--- src/rtl/tone_capture.sv ---
// tone_capture: measures period and high time of a square-wave beeper line.
// A tone is published once two consecutive periods agree within TOL clocks;
// a lost tone is reported when the period counter saturates.
//
// Ports:
//   clk_in      system clock, all state on rising edge
//   rst_n_in    asynchronous active-low reset
//   beeper_in   asynchronous tone input
//   cycle_out   last accepted period in clocks (WIDTH)
//   duty_out    high time of the last accepted period in clocks (WIDTH)
//   tone_valid  one-clock pulse per accepted measurement
//   tone_on     high while a stable tone is present
//   timeout     one-clock pulse when an established tone is lost
module tone_capture #(
  parameter int unsigned WIDTH      = 16,
  parameter int unsigned TOL        = 4,
  parameter int unsigned MIN_PERIOD = 4
) (
  input  logic             clk_in,
  input  logic             rst_n_in,
  input  logic             beeper_in,
  output logic [WIDTH-1:0] cycle_out,
  output logic [WIDTH-1:0] duty_out,
  output logic             tone_valid,
  output logic             tone_on,
  output logic             timeout
);

  typedef enum logic [1:0] {
    S_IDLE  = 2'd0,
    S_FIRST = 2'd1,
    S_TRACK = 2'd2
  } state_e;

  localparam logic [WIDTH-1:0] CNT_MAX = {WIDTH{1'b1}};
  // Value one below saturation: the increment out of it is the timeout event,
  // so a rise seen in that same cycle still measures (max period 2^WIDTH-2).
  localparam logic [WIDTH-1:0] CNT_PRE = CNT_MAX - WIDTH'(1);
  localparam logic [WIDTH-1:0] TOL_W   = WIDTH'(TOL);
  localparam logic [WIDTH-1:0] MIN_W   = WIDTH'(MIN_PERIOD);

  state_e           state_q, state_d;
  logic             sync1_q, sync1_d;
  logic             sync2_q, sync2_d;
  logic             prev_q, prev_d;
  logic [WIDTH-1:0] cnt_q, cnt_d;
  logic [WIDTH-1:0] high_q, high_d;
  logic [WIDTH-1:0] ref_q, ref_d;
  logic [WIDTH-1:0] cycle_q, cycle_d;
  logic [WIDTH-1:0] duty_q, duty_d;
  logic             valid_q, valid_d;
  logic             on_q, on_d;
  logic             tout_q, tout_d;

  logic             rise, fall, sat, period_ok, match;
  logic [WIDTH-1:0] diff;

  // State registers
  always_ff @(posedge clk_in or negedge rst_n_in) begin
    if (!rst_n_in) begin
      state_q <= S_IDLE;
      sync1_q <= 1'b0;
      sync2_q <= 1'b0;
      prev_q  <= 1'b0;
      cnt_q   <= '0;
      high_q  <= '0;
      ref_q   <= '0;
      cycle_q <= '0;
      duty_q  <= '0;
      valid_q <= 1'b0;
      on_q    <= 1'b0;
      tout_q  <= 1'b0;
    end else begin
      state_q <= state_d;
      sync1_q <= sync1_d;
      sync2_q <= sync2_d;
      prev_q  <= prev_d;
      cnt_q   <= cnt_d;
      high_q  <= high_d;
      ref_q   <= ref_d;
      cycle_q <= cycle_d;
      duty_q  <= duty_d;
      valid_q <= valid_d;
      on_q    <= on_d;
      tout_q  <= tout_d;
    end
  end

  // Synchronizer, edge detect, period counter and measurement FSM
  always_comb begin
    sync1_d = beeper_in;
    sync2_d = sync1_q;
    prev_d  = sync2_q;

    rise = sync2_q & ~prev_q;
    fall = ~sync2_q & prev_q;

    if (rise) begin
      cnt_d = WIDTH'(1);
    end else if (cnt_q != CNT_MAX) begin
      cnt_d = cnt_q + WIDTH'(1);
    end else begin
      cnt_d = cnt_q;
    end

    // Larger minus smaller, so the difference never wraps
    diff      = (cnt_q >= ref_q) ? (cnt_q - ref_q) : (ref_q - cnt_q);
    period_ok = (cnt_q >= MIN_W);
    match     = (diff <= TOL_W);
    sat       = (cnt_q == CNT_PRE);

    state_d = state_q;
    high_d  = high_q;
    ref_d   = ref_q;
    cycle_d = cycle_q;
    duty_d  = duty_q;
    on_d    = on_q;
    valid_d = 1'b0;
    tout_d  = 1'b0;

    case (state_q)
      S_IDLE: begin
        if (rise) begin
          state_d = S_FIRST;
        end
      end
      S_FIRST, S_TRACK: begin
        if (fall) begin
          high_d = cnt_q;
        end
        if (rise) begin
          if (period_ok) begin
            ref_d = cnt_q;
            if (state_q == S_FIRST) begin
              state_d = S_TRACK;
            end else if (match) begin
              cycle_d = cnt_q;
              duty_d  = high_q;
              valid_d = 1'b1;
              on_d    = 1'b1;
            end
          end
        end else if (sat) begin
          state_d = S_IDLE;
          cycle_d = '0;
          duty_d  = '0;
          on_d    = 1'b0;
          tout_d  = on_q;
        end
      end
      default: begin
        state_d = S_IDLE;
      end
    endcase
  end

  assign cycle_out  = cycle_q;
  assign duty_out   = duty_q;
  assign tone_valid = valid_q;
  assign tone_on    = on_q;
  assign timeout    = tout_q;

endmodule
--- config.mk ---
export PLATFORM = sky130hd
export DESIGN_NAME = tone_capture
export DESIGN_NICKNAME = d
export VERILOG_FILES = /design/src/rtl/tone_capture.sv
export SDC_FILE = /design/constraint.sdc
export NUM_CORES = 1
export LEC_CHECK = 0
export CAP_MARGIN = 20
export CORE_ASPECT_RATIO = 1.75
export CORE_MARGIN = 1
export CORE_UTILIZATION = 60
export CTS_CLUSTER_SIZE = 12
export DETAILED_ROUTE_END_ITERATION = 16
export PLACE_DENSITY = 0.86
export SETUP_SLACK_MARGIN = 0.05
export SKIP_LAST_GASP = 1
export SYNTH_ARGS = -nofsm -noshare
export SYNTH_HDL_FRONTEND = slang
export SYNTH_SLANG_ARGS = --single-unit
--- constraint.sdc ---
create_clock -name clk_in -period 10.6 [get_ports clk_in]
set_clock_uncertainty 0.2 [all_clocks]
set_input_delay 1.59 -clock clk_in [delete_from_list [all_inputs] [get_ports clk_in]]
set_output_delay 1.59 -clock clk_in [all_outputs]
set_load 0.05 [all_outputs]
==> reports/results.txt <==
CP top delay family: simple AND/OR/NAND/NOR gates
NumNets Final: 667
Worst Setup Start Kind: flop
GRT Util Overall: 32.1%
Crit path DAT: 4.82 ns
Drt pass-1 iters: 5
Share of post-route cells with drive strength above 1: 4.76%
Area growth from synthesis to layout: 14.6%
Num CTS Buffers: 9
Status: finished, final reports clean
Max Cap Viol: 0
Asr flop ratio synth: 100%
Post-synth EDFFs: 0
Clock Sinks: 88
Slew @ Worst Pin: 0.775 ns
Register-to-Register Path Depth: 10
CTS resizes: 0
DP Worst Slack: 6.01 ns
Min Tclk post-route: 4.77 ns
Final worst path period share: 45.0%
Max Root-Sink Buffers: 2
Fin Setup TNS: 0 ns
Vias: 4546
Worst Slack Setup Final: 5.83 ns
RSZ-0062 raised after global routing: false
Vias in the first global route: 4563
GRT Residual Overflow: 0
CP Capture Type: flop
Power, Total: 0.00145 W
Hold path start: sync1_q
Slew Viols, Final: 0
Post-CTS Setup Inserts: 0
Initial Util: 62.2%
H-Tree Depth: 3
Tightest Hold Check Type: reg -> reg
Die W: 73.7 microns
Die Area: 9380 sq um
Net Count, Synth: 643
Final core utilization: 71.3%
Post-synthesis sequential element count: 88
Power density cells: 234 nW/um^2
Max Freq: 210 MHz
Die height: 127 microns
Hold_buf cts: 0
Largest net degree at the start of global routing: 89
Buf/Inv on CP: 1
Crit path largest cell delay: 0.67 ns
Post-detailed-routing wire length: 14200 microns
Crit path max-delay cell type: a2111oi_0
Syn Inst Count: 603
RePlAce Congestion: 0.973
Area of the mapped netlist: 5390 sq um
Crit Path Max Fanout: 33
Antenna violations before repair: 0
Final setup viols: 0
Seq/Total Area, Yosys: 40.8%
First-pass GRT wire length: 22600 microns
Reg-to-reg startpoint: cnt_q[4]
Detailed Place HPWL: 10100 microns
Relative slew slack: 47.0%
YS warnings: 0
Vias per cell: 6.09
Avg WL per Cell: 19.0 microns
Cell row count: 45
Hold path depth: 0
CP required: 10.65 ns
Core Region: 8670 sq um
# diodes: 0
Post-synth cell types: 59
Clock Root Buffer: clkbuf_16
# DRC: 0
Crit-path cells: clkinv_1 -> ha_1 -> nand4_1 -> a2111oi_0 -> o31ai_1 -> and2_1 -> or4_4 -> a211oi_2 -> nand3_4 -> mux2i_1
Worst reg2reg path endpoint: duty_out[5]
Mean post-synth cell area: 8.94 sq um
Final-report hold violation count: 0
VDD IR max: 148 uV
Clock transition at path regs: 0.06 ns
Static leakage: 2.97 nW
Port Buffer Count: 37
CTS tree: done
WS Path Type: reg -> reg
I/O pin count: 38
Main flop type after synthesis: dfrtp_1
Iter 0 DRT Violations: 351
DRT antenna net count: 0
Fin Hold WS: 0.153 ns
Worst skew pair latency: 0.34 ns
FF-to-FF setup slack: 5.83 ns
WHS Endpoint: prev_d
[through the flow]
step / std cells / area (sq um)
after global routing: 747 / 6180
after floorplan: 603 / 5390
after global placement: 730 / 5780
after detailed placement: 731 / 5810
after CTS: 745 / 6140
final: 747 / 6180
[worst max-delay path by stage]
stage,endpoint,depth (start not counted),startpoint
3_5_place_dp,duty_out[5],10,cnt_q[4]
4_1_cts,duty_out[5],10,cnt_q[4]
5_1_grt,duty_out[10],10,cnt_q[4]
3_3_place_gp,duty_out[9],10,cnt_q[4]
6_report,duty_out[5],10,cnt_q[4]
2_1_floorplan,cycle_out[8],13,cnt_q[2]
[layer usage]
layer	GRT usage, %	vias to the layer above	part of all wire [%]	wire length, microns
li1	-	2125	-	-
met1	35.0	2210	37	5190
met2	57.9	157	54	7740
met3	5.13	54	4.2	603
met4	16.6	0	4.7	670
met5	0	-	0	0
[cells in the final DEF (no fill, tap or decap), types with 3 or more instances in the layout]
cell type | Yosys | final
nand2_1 | 94 | 94
dfrtp_1 | 88 | 88
inv_1 | 55 | 55
o21ai_0 | 47 | 47
ha_1 | 37 | 37
clkdlybuf4s50_1 | 0 | 36
nor2_1 | 32 | 32
mux2i_1 | 32 | 32
a21oi_1 | 28 | 28
xnor2_1 | 18 | 18
a21o_1 | 13 | 13
nor3_1 | 11 | 11
nand3_1 | 11 | 11
nand4_1 | 9 | 9
nor4_1 | 9 | 9
xor2_1 | 9 | 9
clkbuf_16 | 0 | 9
a211oi_1 | 8 | 8
and2_1 | 6 | 6
o211ai_1 | 6 | 6
nor2b_1 | 4 | 4
and3_1 | 3 | 3
a31oi_1 | 3 | 3
nand4b_1 | 3 | 3
o21a_1 | 3 | 3
bufinv_16 | 0 | 3
buf_4 | 0 | 3
[worst reg2reg max path: stages, from the launching register on]
cell and delay [ns]:
dfrtp_1 0.45, clkinv_1 0.29, ha_1 0.63, nand4_1 0.20
a2111oi_0 0.67, o31ai_1 0.22, and2_1 0.25, or4_4 0.54
a211oi_2 0.32, nand3_4 0.52, mux2i_1 0.39
[cells in the mapped netlist, types with 8 or more instances]
library cell / n / share of area [%]
mux2i_1: 32 / 5.9
nor2_1: 32 / 2.2
nor3_1: 11 / 1.0
xor2_1: 9 / 1.5
xnor2_1: 18 / 2.9
o21ai_0: 47 / 4.4
a21oi_1: 28 / 2.6
a21o_1: 13 / 1.8
nand3_1: 11 / 1.0
nand4_1: 9 / 1.0
clkbuf_1: 21 / 1.5
inv_1: 55 / 3.8
nor4_1: 9 / 1.0
nand2_1: 94 / 6.5
ha_1: 37 / 8.6
a211oi_1: 8 / 1.1
dfrtp_1: 88 / 41
[final cells by class]
class,instances,area [sq um]
tap,117,146
inverter,56,210
multi-input combinational,430,2840
clock buffer,9,225
sequential,88,2200
clock inverter,5,106
timing repair buffer,42,453
fill,654,2490
[flip-flops by register name, summed over array words and instances, names as in the netlist]
name	count
tone_valid	1
prev_d	1
ref_q	16
high_q	16
cnt_q	16
duty_out	16
state_q	2
tone_on	1
sync1_q	1
timeout	1
cycle_out	16
prev_q	1
[power breakdown]
group          switching (W)  internal [W]
clock network       0.000128      0.000229
registers          0.0000280      0.000364
logic               0.000410      0.000290
total               0.000567      0.000883
[cells by family (layout without fill, tap and decap cells)]
| logic type | after synthesis | count (layout) | share of synthesized area (%) |
|---|---|---|---|
| buffers and inverters | 85 | 112 | 6.52 |
| flip-flops | 88 | 88 | 40.8 |
| adder cells (fa/ha/maj) | 37 | 37 | 8.59 |
| AO/OA/AOI/OAI | 138 | 138 | 16.5 |
| AND/OR/NAND/NOR | 195 | 195 | 17.0 |
| XOR/XNOR | 27 | 27 | 4.39 |
| multiplexers | 33 | 33 | 6.15 |
(Power assumes the default switching activity.)
